## config.mk

```make
export PLATFORM = sky130hd
export DESIGN_NAME = memory_stage
export DESIGN_NICKNAME = d
export VERILOG_FILES = /design/src/rtl/memory_stage.sv
export SDC_FILE = /design/constraint.sdc
export NUM_CORES = 1
export LEC_CHECK = 0
export ABC_AREA = 1
export BUFFER_PORTS_ARGS = -buffer_cell sky130_fd_sc_hd__buf_2
export CAP_MARGIN = 20
export CELL_PAD_IN_SITES_DETAIL_PLACEMENT = 2
export CELL_PAD_IN_SITES_GLOBAL_PLACEMENT = 2
export CORE_MARGIN = 4
export CORE_UTILIZATION = 25
export CTS_CLUSTER_SIZE = 20
export DETAILED_ROUTE_END_ITERATION = 10
export PLACE_DENSITY = 0.84
export SLEW_MARGIN = 25
export SYNTH_ARGS = -nofsm -noshare
export SYNTH_HDL_FRONTEND = slang
export SYNTH_SLANG_ARGS = --single-unit
```

## constraint.sdc

```tcl
create_clock -name clk -period 2 [get_ports clk]
set_clock_uncertainty 0.15 [all_clocks]
set_input_delay 0.2 -clock clk [delete_from_list [all_inputs] [get_ports clk]]
set_output_delay 0.2 -clock clk [all_outputs]
set_load 0.1 [all_outputs]
```

## src/rtl/memory_stage.sv

```systemverilog
// Memory-access stage: registers E->M fields, runs the dmem req/ack
// handshake, stalls the pipe during ACCESS and extends load data.
//
// Ports (spec names kept as-is):
//   clk, reset_n          clock, async active-low reset
//   e_*                   Execute-stage fields captured when m_stall=0
//   m_stall               freeze F/D/E and the M input register
//   m_alu_result/m_rd/m_pc_plus_4  registered forward/writeback fields
//   m_read_data           extended load data, 0 for non-loads
//   m_misaligned          misaligned-access flag
//   dmem_*                data-memory bus (req held until ack)
//
// Build option: MEM_MISALIGN_TRAP_EN - when defined, misaligned half/word
// accesses issue no request and raise m_misaligned for their M cycle.
// When undefined, m_misaligned is 0 and unaligned accesses are truncated.

module memory_stage (
    input  logic        clk,
    input  logic        reset_n,
    input  logic [31:0] e_alu_result,
    input  logic [31:0] e_write_data,
    input  logic [4:0]  e_rd,
    input  logic [31:0] e_pc_plus_4,
    input  logic        e_mem_read,
    input  logic        e_mem_write,
    input  logic [1:0]  e_mem_size,
    input  logic        e_mem_unsigned,
    output logic        m_stall,
    output logic [31:0] m_alu_result,
    output logic [31:0] m_read_data,
    output logic [4:0]  m_rd,
    output logic [31:0] m_pc_plus_4,
    output logic        m_misaligned,
    output logic        dmem_req,
    output logic        dmem_we,
    output logic [31:0] dmem_addr,
    output logic [31:0] dmem_wdata,
    output logic [3:0]  dmem_be,
    input  logic        dmem_ack,
    input  logic [31:0] dmem_rdata
);

    typedef enum logic {
        IDLE   = 1'b0,
        ACCESS = 1'b1
    } state_t;

    state_t      state_q, state_d;
    logic [31:0] alu_q, wd_q, pc4_q;
    logic [31:0] rdata_q, rdata_d;
    logic [4:0]  rd_q;
    logic [1:0]  size_q;
    logic        ld_q, st_q, uns_q, mis_q;

    logic        e_ld, e_st, e_mis, cap;
    logic [31:0] sh_b, sh_h, ext;

    // Store wins when both read and write are flagged.
    assign e_st = e_mem_write;
    assign e_ld = e_mem_read & ~e_mem_write;

`ifdef MEM_MISALIGN_TRAP_EN
    always_comb begin
        e_mis = 1'b0;
        if (e_ld | e_st) begin
            unique case (e_mem_size)
                2'b00:   e_mis = 1'b0;
                2'b01:   e_mis = e_alu_result[0];
                default: e_mis = |e_alu_result[1:0];
            endcase
        end
    end
`else
    assign e_mis = 1'b0;
`endif

    // The input register only advances while nothing is in flight.
    assign cap = (state_q == IDLE);

    always_ff @(posedge clk or negedge reset_n) begin
        if (!reset_n) begin
            alu_q  <= '0;
            wd_q   <= '0;
            pc4_q  <= '0;
            rd_q   <= '0;
            size_q <= '0;
            ld_q   <= 1'b0;
            st_q   <= 1'b0;
            uns_q  <= 1'b0;
            mis_q  <= 1'b0;
        end else if (cap) begin
            alu_q  <= e_alu_result;
            wd_q   <= e_write_data;
            pc4_q  <= e_pc_plus_4;
            rd_q   <= e_rd;
            size_q <= e_mem_size;
            ld_q   <= e_ld & ~e_mis;
            st_q   <= e_st & ~e_mis;
            uns_q  <= e_mem_unsigned;
            mis_q  <= e_mis;
        end
    end

    always_comb begin
        state_d = state_q;
        unique case (state_q)
            IDLE:   if ((e_ld | e_st) && !e_mis) state_d = ACCESS;
            ACCESS: if (dmem_ack) state_d = IDLE;
        endcase
    end

    always_ff @(posedge clk or negedge reset_n) begin
        if (!reset_n) begin
            state_q <= IDLE;
            rdata_q <= '0;
        end else begin
            state_q <= state_d;
            rdata_q <= rdata_d;
        end
    end

    // Lane select: byte by addr[1:0], half by addr[1].
    assign sh_b = dmem_rdata >> {alu_q[1:0], 3'b000};
    assign sh_h = dmem_rdata >> {alu_q[1], 4'b0000};

    always_comb begin
        ext = dmem_rdata;
        unique case (size_q)
            2'b00: ext = uns_q ? {24'b0, sh_b[7:0]}
                               : {{24{sh_b[7]}}, sh_b[7:0]};
            2'b01: ext = uns_q ? {16'b0, sh_h[15:0]}
                               : {{16{sh_h[15]}}, sh_h[15:0]};
            default: ext = dmem_rdata;
        endcase
    end

    always_comb begin
        rdata_d = rdata_q;
        if (cap)
            rdata_d = '0;
        else if (dmem_ack && ld_q)
            rdata_d = ext;
    end

    always_comb begin
        dmem_wdata = wd_q;
        dmem_be    = 4'b0000;
        unique case (size_q)
            2'b00:   dmem_wdata = {4{wd_q[7:0]}};
            2'b01:   dmem_wdata = {2{wd_q[15:0]}};
            default: dmem_wdata = wd_q;
        endcase
        if (st_q) begin
            unique case (size_q)
                2'b00:   dmem_be = 4'b0001 << alu_q[1:0];
                2'b01:   dmem_be = 4'b0011 << {alu_q[1], 1'b0};
                default: dmem_be = 4'b1111;
            endcase
        end else if (ld_q) begin
            dmem_be = 4'b1111;
        end
    end

    assign m_stall      = (state_q == ACCESS);
    assign dmem_req     = (state_q == ACCESS);
    assign dmem_we      = st_q;
    assign dmem_addr    = {alu_q[31:2], 2'b00};
    assign m_alu_result = alu_q;
    assign m_read_data  = rdata_q;
    assign m_rd         = rd_q;
    assign m_pc_plus_4  = pc4_q;
    assign m_misaligned = mis_q;

endmodule

```

; ---- Word level (Yosys, flattened, before mapping)
; Cells that the tools add are included.
[word_totals]
register_bits = 139
in_bits = 141
output_inout_bits = 173
elab_cells = 34
[classes]
eq_ne = 2
shift = 4
mux = 12
n_bitwise = 4
reduce_logical = 2
[op_table]
columns = operator, n
row1 = $mux W32, 4
row2 = $pmux W32 S2, 2
row3 = $shr A32 B5 Y16, 1
row4 = $shr A32 B5 Y8, 1
row5 = $mux W4, 2
row6 = $pmux W4 S2, 1
row7 = $shl A1 B2 Y4 const A, 1
row8 = $shl A2 B2 Y4 const A, 1
row9 = $eq A2 B1 Y1 const B, 1
row10 = $logic_not A2 Y1, 1
row11 = $mux W1, 2
row12 = $ne A2 B1 Y1 const B, 1
row13 = $not A1 Y1, 2
row14 = $pmux W1 S2, 1
row15 = $and A1 B1 Y1, 1
row16 = $logic_and A1 B1 Y1, 1
row17 = $or A1 B1 Y1, 1

; ---- Logic depth before layout (Yosys ltp)
; Gate-level depths: netlist (run 1).
[logic_depth]
ltp_word = 5
mapped_depth = 9
mapped_depth_nobuf = 8

; ---- Worst setup path after synthesis (run 1)
; OpenSTA, ideal clock, no wires.
[synth_path]
kind = register to output
start = register alu_q[1] (netlist: m_alu_result[1])
end = output dmem_be[2]
arrival_time_ns = 3.541
required_ns = 1.650
setup_slack_ns = -1.891
path_stages_with_launch = 4
n_path_buf = 1
path_cell_list = dfrtp_1 buf_4 o21ai_0 o21ai_0
[synth_between]
elab_chain_len = 3
elab_cells_between_ends = 4
cone_classes = 2 x shift / 2 x mux
[synth_lines]
columns = item, line
row1 = start: declaration, 49  ; logic [31:0] alu_q, wd_q, pc4_q;
row2 = start signal: assignment, 92  ; alu_q <= e_alu_result;
row3 = $shl A2 B2 Y4 or $shl A1 B2 Y4 (tied branches), "156, 155"
row4 = $pmux W4 S2 *, 154  ; unique case (size_q)
row5 = $mux W4 *, 153  ; if (st_q) begin
row6 = end: declaration, 38  ; output logic [3:0] dmem_be,
; Mark *: on every way between the ends. The rest lies on a longest branch, timed or not.

; ---- Final worst setup path (run 1)
[layout_path]
start = register size_q[1]
end = output dmem_wdata[29]
[layout_between]
elab_chain_len = 2
elab_cells_between_ends = 3
cone_classes = 1 x eq/ne / 1 x mux / 1 x reduce/logical
[layout_lines]
columns = item, line
row1 = start: declaration, 52  ; logic [1:0] size_q;
row2 = start signal: assignment, 96  ; size_q <= e_mem_size;
row3 = $eq A2 B1 Y1 or $logic_not A2 Y1 (tied branches), 148  ; unique case (size_q)
row4 = $pmux W32 S2 *, 148
row5 = end: declaration, 37  ; output logic [31:0] dmem_wdata,
; Marked as above.

==> results of run 1 <==
==> stage by stage <==
stage	utilization, %	setup TNS (ns)	hold WS [ns]	instances	setup WS (ns)
2_1_floorplan	-	-4.14	-0.246	824	-0.530
3_3_place_gp	34.3	0	0.0543	1399	0.166
3_5_place_dp	34.3	0	0.0472	1399	0.0483
4_1_cts	42.2	-2.43	0.00162	1568	-0.134
5_1_grt	42.5	-5.18	0.0224	1571	-0.226
6_report	42.5	-2.29	0.0268	1571	-0.171
==> critical path, stage by stage (launching register included) <==
cell and delay, ns:
dfrtp_2 0.47, buf_12 0.17, nor2_8 0.18, nand2_2 0.11, o211ai_1 0.23, buf_12 0.24
==> Yosys cell counts, drive strengths merged <==
| cell type | count | area share [%] |
|---|---|---|
| clkbuf | 15 | 0.86 |
| inv | 29 | 1.7 |
| o22ai | 7 | 0.67 |
| nand2 | 455 | 26 |
| dfrtp | 139 | 53 |
| nor2 | 19 | 1.8 |
| buf | 65 | 6.8 |
| nor3 | 1 | 0.077 |
| o21ai | 37 | 2.9 |
| nand3 | 21 | 2.1 |
| conb | 1 | 0.058 |
| a21oi | 10 | 0.77 |
| or2 | 7 | 0.67 |
| o211ai | 16 | 1.8 |
==> layout make-up <==
cell class              instances  area, um^2
multi-input cells             577        2590
fillers                      2787       14600
repair buffers                464        3590
inverters                      29         124
clock buffers                  17         425
flip-flops and latches        139        3490
clock inverters                15         168
well taps                     330         413
==> registers in the layout (all words and copies together), names as in the netlist <==
signal and cells:
dmem_req 1, dmem_we 1, ld_q 1, m_alu_result 32, m_pc_plus_4 32, m_rd 5
m_read_data 32, size_q 2, uns_q 1, wd_q 32
==> kinds of logic (layout without fill, tap and decap cells) <==
logic type	Yosys count	count (layout)	synth area share [%]
AOI/OAI and AO/OA	70	70	6.19
buffers and inverters	109	525	9.38
DFF	139	139	53.4
other	1	3	0.0576
and+or+nand+nor	503	504	31.0
==> worst paths after layout <==
check	cells past startpoint	end	from
max	5	dmem_wdata[29]	size_q[1]
min	5	m_read_data[11]	dmem_rdata[27]
max reg2reg	9	m_read_data[24]	size_q[1]
min reg2reg	2	m_read_data[19]	m_read_data[19]
max in group asynchronous	3	wd_q[29]	reset_n
min in group asynchronous	2	wd_q[1]	reset_n
==> per-layer routing <==
metal / GRT usage (%) / up-vias
li1: - / 3316
met1: 27.4 / 3738
met2: 44.4 / 264
met3: 4.89 / 43
met4: 6.93 / 0
met5: 0 / -
==> repair_timing <==
action,in CTS,in global routing
cloned,1,1
endpoints found under the setup margin,28,28
pin swaps,11,4
hold endpoints to repair,159,0
hold buffers,121,0
resized for setup,17,9
buffers inserted,15,2
==> results.txt, run 1 <==
----------------------------------------------------
[Outcome]
  Status ... finished, violations left
  Violations in the final reports ... setup timing

[Critical path]
  CP Capture Type ... primary output
  Largest fanout of any net on the critical path ... 7
  R2R setup slack ... 0.02 ns
  Required time worst endpoint ... 1.65 ns
  Data arrival time of the critical path ... 1.82 ns
  Type of origin of the critical path ... flop
  Kind of critical path ... flop to primary output

[Cells and area]
  Commonest non-fill, non-tap cell in the layout ... nand2_1
  Count of nets after finishing ... 1369
  Top library cells by usage in the layout, fill and taps aside ... nand2_1, buf_2, dfrtp_1
  Layout cell share with drive strength beyond 1 ... 35.1%
  Layout area overhead ... 65.8%
  Post-route standard cell area excluding fillers ... 10800 um^2
  Diode count ... 0

[Place]
  Instance area at placement ... 8720 um^2
  Final RePlAce weighted congestion ... 0.816
  Detailed placer's ending HPWL ... 20.7 mm
  Port-buffer cells ... 310

[Flow run]
  Total of max-cap violations ... 0

[Die]
  Number of top-level design ports ... 314
  Site Rows ... 58
  Width of the chip ... 169 um
  Core area ... 25400 um^2
  Total die area ... 28700 um^2
  Height of the chip ... 169 um
  Effective utilization at floorplan ... 25.6%

[Routing]
  Routed wire length per instance ... 22.2 um
  Antenna Nets Post-Route ... 0
  Count of routing violations after the opening detailed-route iteration ... 341
  Drt pass-1 iters ... 4
  # DRC ... 0
  Highest metal layer used by the detailed router ... met4
  Detailed-routed wire length on met2 ... 18.5 mm
  Met1 routed wirelength after detailed routing ... 13.7 mm
  Detail Route met3 WL ... 1.91 mm
  Total number of vias ... 7361
  Total wire length ... 34.8 mm
  Via-per-instance ratio ... 4.69

[Hold path]
  Hold Crit Class ... primary input to flop

[GRT]
  Overflow left after global routing ... 0
  Vias in the first global route ... 8627
  First-pass GRT wire length ... 52.6 mm
  Maximum number of pins on one net before global-route repair ... 122
  Overall track demand over capacity in global routing ... 23.8%
  Initial antenna violation count ... 0

[Logic synthesis]
  Synthesis-stage register bit count ... 139
  Synthesized netlist cell count ... 822
  Netlist Area Pre-Place ... 6510 um^2
  Avg Inst Size Synth ... 7.92 um^2
  Yosys warning count ... 0
  Number of library cell types mapped by synthesis ... 27
  Sequential share of the synthesized area ... 53.4%

[STA]
  Setup-failing EPs final ... 28
  Maximum clock frequency ... 461 MHz
  Worst slew margin ... 63.5%
  Hold Vio Cnt, Final ... 0
  Actual slew at the worst max-slew pin ... 0.547 ns
  Final number of max-transition violations ... 0
  Final WS setup ... -0.171 ns
  RSZ-0062 raised after global routing ... true
  Final critical path time including I/O delays and setup ... 2.17 ns
  Final Cycle Share ... 109%

[Clock tree]
  Maximum clock insertion buffer count ... 2
  Clock Sinks ... 139
  Clock transition at the registers of the reported paths ... 0.07 ns
  Clock tree from TritonCTS ... done
  Clock Tree Root ... clkbuf_16
  Number of buffers added by the clock tree synthesis step ... 17
  H-tree depth reported by CTS ... 4
  Clk_lat worst skew ... 0.41 ns

----------------------------------------------------
Power of run 1 is left out: the tool's default activity adds up to more than one toggle a clock period on the data nets, which glitch-free logic cannot reach.
==> run 2, diff against run 1 <==
--- a/config.mk
+++ b/config.mk
@@ -12,8 +12,10 @@
 export CELL_PAD_IN_SITES_GLOBAL_PLACEMENT = 2
 export CORE_MARGIN = 4
 export CORE_UTILIZATION = 25
+export CTS_BUF_LIST = sky130_fd_sc_hd__clkbuf_4 sky130_fd_sc_hd__clkbuf_8
 export CTS_CLUSTER_SIZE = 20
 export DETAILED_ROUTE_END_ITERATION = 10
+export HOLD_SLACK_MARGIN = 0.12
 export PLACE_DENSITY = 0.84
 export SLEW_MARGIN = 25
 export SYNTH_ARGS = -nofsm -noshare
==> run 2 against run 1 <==
The flow still finishes with violations (setup timing). Critical endpoint is now dmem_wdata[24]. Critical path type unchanged. Die area stayed put. Via count grew 2.5%. Sequential share of layout area shrank 0.57 points. Cell area increased by 1.8%.
==> results.txt, run 2 (synthesis gave the netlist of run 1 again) <==
----------------------------------------------------
[Outcome]
  Status ... finished, violations left
  Violations in the final reports ... setup timing

[Critical path]
  Required time worst endpoint ... 1.65 ns (about the same)
  Max stage delay on crit path ... 0.49 ns (+0.02 ns)
  CP Capture Type ... primary output
  Critical-path top delay cell ... dfrtp_2
  Worst path most repeated cell ... buf_12
  Largest fanout of any net on the critical path ... 7 (unchanged)
  Worst path bufs/invs ... 2 (unchanged)
  Type of origin of the critical path ... flop
  Kind of critical path ... flop to primary output
  Number of stages on the worst setup path ... 5 (unchanged)
  Cell Chain, Critical Path ... buf_12, nor2_8, nand2_1, o211ai_1, buf_12
  Cell depth of the worst flop-to-flop path ... 7 (-2)
  Data arrival time of the critical path ... 1.85 ns (+0.03 ns)
  Family with the most delay on the worst path ... flip-flops

[STA]
  Actual slew at the worst max-slew pin ... 0.880 ns (+0.333 ns)
  Final WS setup ... -0.200 ns (-0.0294 ns)
  Final Cycle Share ... 110% (+1.5 points)
  Setup-failing EPs final ... 21 (-25%)
  Maximum clock frequency ... 454 MHz (-1.3%)
  RSZ-0062 raised after global routing ... true
  Hold Vio Cnt, Final ... 0 (unchanged)
  Final number of max-transition violations ... 0 (unchanged)
  Final critical path time including I/O delays and setup ... 2.20 ns (+0.0294 ns)
  Worst slew margin ... 41.1% (-22 points)

[Routing]
  Count of routing violations after the opening detailed-route iteration ... 310 (-9.1%)
  Total number of vias ... 7547 (+2.5%)
  Drt pass-1 iters ... 7 (+3)
  Antenna Nets Post-Route ... 0 (unchanged)
  Routed wire length per instance ... 22.9 um (+3.2%)
  # DRC ... 0 (unchanged)
  Via-per-instance ratio ... 4.72 (+0.79%)
  Total wire length ... 36.6 mm (+5.0%)

[Clock tree]
  H-tree depth reported by CTS ... 4 (unchanged)
  Clock transition at the registers of the reported paths ... 0.11 ns (+0.04 ns)
  Maximum clock insertion buffer count ... 2 (unchanged)
  Clk_lat worst skew ... 0.45 ns (+0.04 ns)
  Number of buffers added by the clock tree synthesis step ... 17 (unchanged)
  Clock Tree Root ... clkbuf_8
  Clock tree from TritonCTS ... done
  Clock Sinks ... 139 (unchanged)

[Cells and area]
  Count of filler cells inserted in the layout ... 2796 (+0.32%)
  Layout cell share with drive strength beyond 1 ... 35.6% (+0.42 points)
  Final core occ ... 43.3% (+0.77 points)
  Commonest non-fill, non-tap cell in the layout ... nand2_1
  Reg area ... 3490 um^2 (unchanged)
  Count of nets after finishing ... 1391 (+1.6%)
  Layout area overhead ... 68.8%
  Area of the multi-input gates ... 2710 um^2 (+4.8%)
  Top library cells by usage in the layout, fill and taps aside ... nand2_1, buf_2, dlygate4sd3_1

[Die]
  Width of the chip ... 169 um (unchanged)
  Height of the chip ... 169 um (unchanged)
  Site Rows ... 58 (unchanged)
  Effective utilization at floorplan ... 25.6% (unchanged)
  Core area ... 25400 um^2 (unchanged)
  Total die area ... 28700 um^2 (unchanged)
  Number of top-level design ports ... 314 (unchanged)

[GRT]
  Vias in the first global route ... 8985 (+4.1%)
  Overall track demand over capacity in global routing ... 25.3% (+1.5 points)
  Maximum number of pins on one net before global-route repair ... 122 (unchanged)
  First-pass GRT wire length ... 55.8 mm (+6.0%)
  Overflow left after global routing ... 0 (unchanged)
  Initial antenna violation count ... 5 (+5)

[Place]
  Final RePlAce weighted congestion ... 0.816 (unchanged)
  Detailed placer's ending HPWL ... 20.7 mm (unchanged)
  Port-buffer cells ... 310 (unchanged)

[Hold path]
  Hold Crit Class ... primary input to async pin

[Flow run]
  Total of max-cap violations ... 0 (unchanged)

----------------------------------------------------
run 2: changes by cell type in the layout (fill, tap and decap cells not counted), sizes merged:
cell	change
dlygate4sd3	+20
diode	+5
inv	-1
clkinv	+1
buf	+2
run 2: routing by layer:
layer | wire (um) | vias to the layer above | track usage (%) | share of wire (%)
met4 | 1120 | 0 | 9.35 | 3.1
met3 | 1970 | 58 | 5.45 | 5.4
met1 | 13800 | 3839 | 28.1 | 38
met2 | 19700 | 286 | 47.3 | 54
li1 | - | 3364 | - | -
met5 | 0 | - | 0 | 0
run 2: tightest hold or removal path, cell delays in order:
cell           delay (ns)
dlygate4sd3_1        0.55
buf_6                0.21
buf_12               0.23
run 2: worst paths after layout:
path / start / end / slack [ns]
max: size_q[1] / dmem_wdata[24] / -0.20
min: reset_n / m_read_data[31] / 0.22
max reg2reg: size_q[1] / m_read_data[4] / 0.10
min reg2reg: m_read_data[17] / m_read_data[17] / 0.34
max in group asynchronous: reset_n / size_q[1] / 0.15
min in group clk: m_read_data[17] / m_read_data[17] / 0.34
run 2: area by class of cell:
cell class                 count  share of cell area (%)
timing repair buffer         486                    34.8
tap                          330                    3.76
sequential                   139                    31.8
clock buffer                  17                    2.13
clock inverter                15                    1.53
antenna                        5                   0.114
multi-input combinational    577                    24.7
inverter                      29                    1.17
run 2: what timing repair did:
item | in CTS | in global routing
gates resized for setup | 37 | 24
buffers inserted | 17 | 2
endpoints found under the hold margin | 278 | 0
gates cloned | 2 | 0
setup endpoints to repair | 28 | 32
hold buffers | 142 | 0
pin swaps | 12 | 9
run 2: metrics by stage:
| step | cells | area, um^2 | hold WS [ns] | TNS, ns | setup WS [ns] |
|---|---|---|---|---|---|
| final | 1598 | 11000 | 0.222 | -3.00 | -0.200 |
| after global routing | 1598 | 11000 | 0.221 | -4.73 | -0.271 |
| after CTS | 1592 | 10900 | 0.189 | -3.54 | -0.191 |
| after detailed placement | 1399 | 8720 | 0.0472 | 0 | 0.0483 |
| after global placement | 1399 | 8720 | 0.0543 | 0 | 0.166 |
| after floorplan | 824 | 6630 | -0.246 | -4.14 | -0.530 |
Power of run 2 is left out for the same reason.
